--- src/rtl/audio_sd_dac.sv ---
// audio_sd_dac: 1-bit audio output stage for the channel mixer.
// It re-samples the mixer sample once every SAMPLE_DIV clocks. The held sample then ramps
// toward its target, which is 0 when muted, so unmuting and muting do not click. The held
// sample is turned into a bitstream by first-order sigma-delta (MODE=0) or by PWM (MODE=1)
// with a period of 2^WIDTH clocks.
// Ports:
//   clk         system clock
//   reset       asynchronous, active-high reset
//   enable      run the modulator; low = idle, dac_out forced 0, held sample kept
//   mute        1 = ramp held sample to 0, 0 = ramp to `in`
//   in          unsigned sample from the mixer, looked at only in the tick cycle
//   dac_out     registered bitstream to the RC-filtered pin
//   sample_tick 1-cycle pulse in the cycle whose closing edge updates the held sample
//   busy        1 while the held sample has not yet reached its target
module audio_sd_dac #(
  parameter int unsigned WIDTH      = 12,
  parameter int unsigned SAMPLE_DIV = 256,
  parameter int unsigned RAMP_STEP  = 16,
  parameter int unsigned MODE       = 0
) (
  input  logic             clk,
  input  logic             reset,
  input  logic             enable,
  input  logic             mute,
  input  logic [WIDTH-1:0] in,
  output logic             dac_out,
  output logic             sample_tick,
  output logic             busy
);

  localparam int unsigned DivW = (SAMPLE_DIV > 1) ? $clog2(SAMPLE_DIV) : 1;
  localparam logic [DivW-1:0] DivLast = DivW'(SAMPLE_DIV - 1);
  // A step larger than the full scale behaves the same as a full-scale step.
  localparam int unsigned StepSat = (RAMP_STEP > (32'd1 << WIDTH)) ? (32'd1 << WIDTH) : RAMP_STEP;
  localparam logic [WIDTH:0] Step = (WIDTH+1)'(StepSat);

  logic [DivW-1:0]  div_q, div_d;
  logic [WIDTH-1:0] cur_q, cur_d;
  logic             busy_q, busy_d;
  logic             dac_q;
  logic [WIDTH-1:0] tgt;
  logic [WIDTH:0]   up_diff, dn_diff, up_step, dn_step, ramp_val;

  // Sample-rate divider. A tick is never raised while the block is disabled.
  always_comb begin
    sample_tick = enable && (div_q == DivLast);
    div_d       = '0;
    if (enable && (div_q != DivLast)) begin
      div_d = div_q + 1'b1;
    end
  end

  // Ramp toward the target. The arithmetic is one bit wider than the sample, so the ramp
  // stops exactly at the target and never wraps.
  always_comb begin
    tgt     = mute ? '0 : in;
    up_diff = {1'b0, tgt} - {1'b0, cur_q};
    dn_diff = {1'b0, cur_q} - {1'b0, tgt};
    up_step = (up_diff < Step) ? up_diff : Step;
    dn_step = (dn_diff < Step) ? dn_diff : Step;
    if (RAMP_STEP == 0) begin
      ramp_val = {1'b0, tgt};
    end else if (tgt > cur_q) begin
      ramp_val = {1'b0, cur_q} + up_step;
    end else begin
      ramp_val = {1'b0, cur_q} - dn_step;
    end
    cur_d  = cur_q;
    busy_d = busy_q;
    if (sample_tick) begin
      cur_d  = ramp_val[WIDTH-1:0];
      busy_d = (ramp_val != {1'b0, tgt});
    end
  end

  always_ff @(posedge clk or posedge reset) begin
    if (reset) begin
      div_q  <= '0;
      cur_q  <= '0;
      busy_q <= 1'b0;
    end else begin
      div_q  <= div_d;
      cur_q  <= cur_d;
      busy_q <= busy_d;
    end
  end

  if (MODE == 0) begin : g_sd
    logic [WIDTH-1:0] acc_q;
    logic [WIDTH:0]   sum;

    // The carry out of the accumulator is the output bit. Its ones density is cur / 2^WIDTH.
    assign sum = {1'b0, acc_q} + {1'b0, cur_q};

    always_ff @(posedge clk or posedge reset) begin
      if (reset) begin
        acc_q <= '0;
        dac_q <= 1'b0;
      end else if (!enable) begin
        acc_q <= '0;
        dac_q <= 1'b0;
      end else begin
        acc_q <= sum[WIDTH-1:0];
        dac_q <= sum[WIDTH];
      end
    end
  end else begin : g_pwm
    logic [WIDTH-1:0] pwm_cnt_q;
    logic [WIDTH-1:0] pwm_ref_q;

    // The duty reference is reloaded only at the period boundary, so a sample that
    // changes mid-period never produces a runt pulse.
    always_ff @(posedge clk or posedge reset) begin
      if (reset) begin
        pwm_cnt_q <= '0;
        pwm_ref_q <= '0;
        dac_q     <= 1'b0;
      end else if (!enable) begin
        pwm_cnt_q <= '0;
        dac_q     <= 1'b0;
      end else begin
        pwm_cnt_q <= pwm_cnt_q + 1'b1;
        if (pwm_cnt_q == '0) begin
          pwm_ref_q <= cur_q;
        end
        dac_q <= (pwm_cnt_q < pwm_ref_q);
      end
    end
  end

  assign dac_out = dac_q;
  assign busy    = busy_q;

endmodule

--- config.mk ---
export PLATFORM = sky130hd
export DESIGN_NAME = audio_sd_dac
export DESIGN_NICKNAME = d
export VERILOG_FILES = /design/src/rtl/audio_sd_dac.sv
export SDC_FILE = /design/constraint.sdc
export NUM_CORES = 1
export LEC_CHECK = 0
export ABC_AREA = 0
export BUFFER_PORTS_ARGS = -buffer_cell sky130_fd_sc_hd__buf_2
export CAP_MARGIN = 40
export CORE_MARGIN = 2
export CORE_UTILIZATION = 57
export CTS_CLUSTER_SIZE = 28
export DETAILED_ROUTE_END_ITERATION = 10
export PLACE_DENSITY = 0.78
export SLEW_MARGIN = 20
export SYNTH_ARGS = -nofsm -noshare
export SYNTH_HDL_FRONTEND = slang
export SYNTH_SLANG_ARGS = --single-unit
--- constraint.sdc ---
create_clock -name clk -period 5.5 [get_ports clk]
set_input_delay 0.825 -clock clk [delete_from_list [all_inputs] [get_ports clk]]
set_output_delay 0.825 -clock clk [all_outputs]
set_load 0.01 [all_outputs]
* Yosys cells after proc, flatten, opt, wreduce, memory -nomap -nowiden
Cells that the tools add are included.
Operators by class: magnitude comparators 3, equal/unequal tests 3, reduce and logical (&&, ||, !) cells 2, add/subtract/negate cells 6, multiplexer cells 7
Operators with widths (number):
- $mux W13 | 3
- $lt A13 B5 Y1 const B | 2
- $sub A12 B12 Y13 | 2
- $mux W12 | 2
- $add A12 B12 Y13 | 1
- $add A12 B13 Y13 | 1
- $ne A13 B12 Y1 | 1
- $sub A12 B13 Y13 | 1
- $gt A12 B12 Y1 | 1
- $add A8 B1 Y8 const B | 1
- $eq A8 B8 Y1 const B | 1
- $mux W8 | 1
- $ne A8 B8 Y1 const B | 1
- $logic_and A1 B1 Y1 | 2
- $mux W1 | 1
Word-level totals: flip-flop bits (word level) 34, input bits 16, word-level logic and storage cells 26

* Depth between registers and ports, before layout
depth in word-level cells 7, depth in mapped cells 28, gate-level depth less buffers 25

* Least setup slack after synthesis
Ideal clock, no wire load.
path kind input to register, start input mute, end register busy_q (netlist: busy), slack -868 ps, stages on the path 25, path buffers 3, arrival 6237 ps, setup time 131 ps, path through buf_2 -> clkbuf_1 -> nand2b_1 -> ha_1 -> ha_1 -> inv_1 -> a21oi_1 -> or3_1 -> a2111oi_2 -> or4b_1 -> buf_2 -> or3_1 -> ha_1 -> nand2b_1 -> nor4_1 -> o21ai_0 -> nand2b_1 -> ha_1 -> o31ai_1 -> a21oi_1 -> a21oi_1 -> xnor3_1 -> or4b_2 -> nor4_1 -> a31oi_1
Between the ends: longest elaborated chain between the ends 7, elaborated cells on any way between the ends 12
Ends and longest elaborated chain:
- from (decl) | line 24 | input logic mute,
- $mux W12 (*) | line 56 | tgt = mute ? '0 : in;
- $sub A12 B12 Y13 (on tied branches) | line 58, 57
- $lt A13 B5 Y1 (on tied branches) | line 60, 59
- $mux W13 (on tied branches) | line 60, 59
- $sub A12 B13 Y13 / $add A12 B13 Y13 (equally long branches) | line 66, 64
- $mux W13 | line 63 | end else if (tgt > cur_q) begin
- $ne A13 B12 Y1 (*) | line 72 | busy_d = (ramp_val != {1'b0, tgt});
- to (signal assigned) | line 84 | busy_q <= busy_d;
- to (decl) | line 39 | logic busy_q, busy_d;
Every way passes the cells marked *; elsewhere a longest branch is shown, timed or not. A chain may end at the register's enable or synchronous reset.

* Final worst setup path
Ends and elaborated chain as after synthesis.

==> results.txt <==
RR Endpoint - busy
Clk_skew - 0.0111 ns
Max-cap violations - 0
Avg Cell Area, Syn - 8.33 um2
EDFF count, synth - 0
Clock Path Buffers - 2
Worst Hold End - div_q[0]
Total GRT Usage - 30.7%
Vias in the first global route - 4021
Clock Latency Late Sink - 0.30 ns
Ports - 19
Fillers - 450
Fin util - 78.8%
Core Area - 6760 um2
Clk slew on worst S/H paths - 0.07 ns
Initial drt markers - 229
Syn_nets - 540
FF-to-FF path depth - 21
Cells on Worst Hold Path - 1
Fin. Hold Viols - 0
Gpl congestion - 0.995
CP most frequent cell - a21oi_1
Hold path startpoint - div_q[0]
Via density - 5.92
Final Power - 0.663 mW
Register bit total from synthesis - 34
Initial core utilization - 58.6%
Worst EP required - 5.66 ns
Detailed Route WL - 11.8 mm
Final HPWL DP - 8.69 mm
Vias - 4074
Slew Viols, Final - 0
Die width - 87.3 um
Startpoint Class - primary input
Period utilisation layout - 105%
DR DRC count - 0
CTS Buf Count - 5
Syn Std Cell Area - 3960 um2
Synth unique cells - 61
Sequential share of the synthesized area - 21.5%
Area Growth Syn to Fin - 34.6%
Worst R2R Start - cur_q[1]
Initial antenna violation count - 0
Clk root buf - clkbuf_8
Failing checks - setup timing
Worst hold path type - reg -> reg
Reg-to-reg slack, setup - 0.08 ns
Chip Height - 87.3 um
Final hold slack - 0.494 ns
CP max stage delay - 0.54 ns
Post-route antenna net violation count - 0
Congestion Overflow GR - 0
Maximum vdd ir drop - 0.166 mV
CP Cell Sequence - buf_8 > buf_4 > nand2b_1 > ha_4 > nand3b_1 > a21oi_1 > a2111oi_0 > a21oi_1 > or4b_4 > or3_4 > ha_4 > xor2_1 > a22oi_1 > ha_2 > o21a_1 > o31ai_1 > buf_4 > nand2b_1 > a21oi_1 > xor3_1 > or4b_4 > nor4_2 > a31oi_1
CTS H-tree lvls - 2
Kind of critical path - in -> reg
Final setup margin - -0.274 ns
First-pass DRT Iterations - 5
Relative slew slack - 67.1%
Largest net degree at the start of global routing - 35
Die area - 7620 um2
Worst-Margin Slew - 0.489 ns
Global-route wire length before repair - 18.5 mm
Final cell count without fillers - 688
Yosys warns - 0
PortBufs - 18
PwrDens - 124 nW/um2
Critical-path top delay cell - or4b_4
Pre-CTS WS - -0.891 ns
CP Capture Type - register
Arr. time, crit path - 5.94 ns
Share of cells above drive strength 1 - 31.3%
RSZ-0062 raised after global routing - yes
F_max - 0.173 GHz
Cell count after synthesis - 475
# diodes - 0
Ys async rst share - 100%
Setup Viol. Count Final - 1
Leak - 2.64 nW
Dpl cells - 672
Clock Sinks - 34
Net count, final - 672
Row count - 30
Wirelength per Cell - 17.1 um
Critical path fanouts, max - 17
TritonCTS clock tree - yes
Status - complete, but fails checks
Tmin final - 5.77 ns
Top FF cell, synth - dfrtp_1
[per-stage QoR]
stage	area [um2]	setup TNS, ns
after floorplan	4040	-0.673
after global placement	5000	-1.11
after detailed placement	5000	-2.16
after CTS	5210	-0.256
after global routing	5330	-0.439
final	5330	-0.274
[worst max-delay path by stage]
| stage | startpoint | cells after the start | end | slack, ns |
|---|---|---|---|---|
| 6_report | mute | 23 | busy | -0.27 |
| 5_1_grt | mute | 25 | busy | -0.41 |
| 4_1_cts | mute | 23 | busy | -0.20 |
| 3_5_place_dp | mute | 22 | busy | -0.89 |
| 3_3_place_gp | mute | 22 | busy | -0.72 |
| 2_1_floorplan | mute | 24 | busy | -0.67 |
[layer usage]
layer / vias up / wire length (um) / track usage (%)
li1: 1970 / - / -
met1: 1935 / 4980 / 39.3
met2: 140 / 5880 / 53.7
met3: 29 / 628 / 3.98
met4: 0 / 274 / 9.51
met5: - / 0 / 0
[cell usage after synthesis (all sizes together) (3+ instances only)]
cell	count	share of area, %
ha	46	15
nand2	40	3.8
dfrtp	34	22
a21oi	33	4.2
nor2	32	3.0
inv	29	2.8
xnor2	22	4.9
nand2b	21	3.3
o21ai	21	2.7
xor2	20	4.4
and2	16	2.5
nand3	12	1.5
nor3	12	1.5
clkbuf	9	0.85
a21o	8	1.5
o31ai	7	1.3
a211oi	6	1.1
buf	6	0.70
nand3b	6	1.1
o21bai	6	1.1
or3	6	0.95
and3	5	0.79
o21a	5	0.95
a22oi	4	0.76
nor2b	4	0.63
nor3b	4	0.76
o41ai	4	1.4
xor3	4	2.4
a221oi	3	0.66
a31oi	3	0.47
fa	3	1.5
mux2	3	0.85
mux2i	3	0.76
nor4	3	0.47
nor4bb	3	0.76
o21ba	3	0.76
[worst max-delay path, delay by kind of cell]
kind,cells,cell delay [ns]
AND/OR/NAND/NOR,7,1.93
AO/OA/AOI/OAI,8,1.52
adder cells (fa/ha/maj),3,0.76
buffers and inverters,3,0.46
XOR/XNOR,2,0.43
[placed cells by master (no fill, tap or decap), types with 8 or more instances in the layout]
cell type	synthesis	layout
buf_4	0	122
nand2_1	40	40
ha_1	46	38
dfrtp_1	34	34
a21oi_1	33	32
nor2_1	32	29
inv_1	28	27
xnor2_1	22	21
xor2_1	20	19
nand2b_1	21	18
o21ai_0	21	17
buf_2	4	17
and2_1	16	16
nand3_1	12	12
nor3_1	12	11
a21o_1	8	8
[state kept, by name (all words and copies together), names as in the netlist]
register / count
cur_q: 12
g_sd.acc_q: 12
dac_out: 1
busy: 1
div_q: 8
[report_power, final]
group | internal [mW] | switching [mW] | total (mW)
clock | 0.101 | 0.0947 | 0.195
sequential | 0.258 | 0.00337 | 0.261
combinational | 0.102 | 0.104 | 0.207
total | 0.461 | 0.202 | 0.663
[what timing repair did]
item                                    4_1_cts  5_1_grt
hold buffers                                  0        0
resized for setup                            11       22
hold endpoints to repair                      0        0
buffers inserted                              5        3
endpoints found under the setup margin        4        6
pin swaps                                     8        9
[logic make-up (layout without fill, tap and decap cells)]
| logic type | after synthesis | after routing | synth area share (%) |
|---|---|---|---|
| xor gates and xnor gates | 47 | 47 | 12.3 |
| AOI/OAI and AO/OA | 121 | 121 | 21.0 |
| adders and majority gates | 49 | 49 | 16.1 |
| and+or+nand+nor | 174 | 174 | 23.2 |
| DFF | 34 | 34 | 21.5 |
| muxes | 6 | 6 | 1.61 |
| buffers and inverters | 44 | 177 | 4.30 |
[layout make-up]
cell class / instances / area, um2 / share of cell area [%]
well taps: 80 / 100 / 1.88
inverters: 29 / 109 / 2.04
multi-input cells: 397 / 3150 / 59.2
clock buffers: 6 / 82.6 / 1.55
repair buffers: 140 / 1020 / 19.1
clock inverters: 2 / 12.5 / 0.235
flip-flops and latches: 34 / 851 / 16.0
Power figures use the tool's default switching activity.
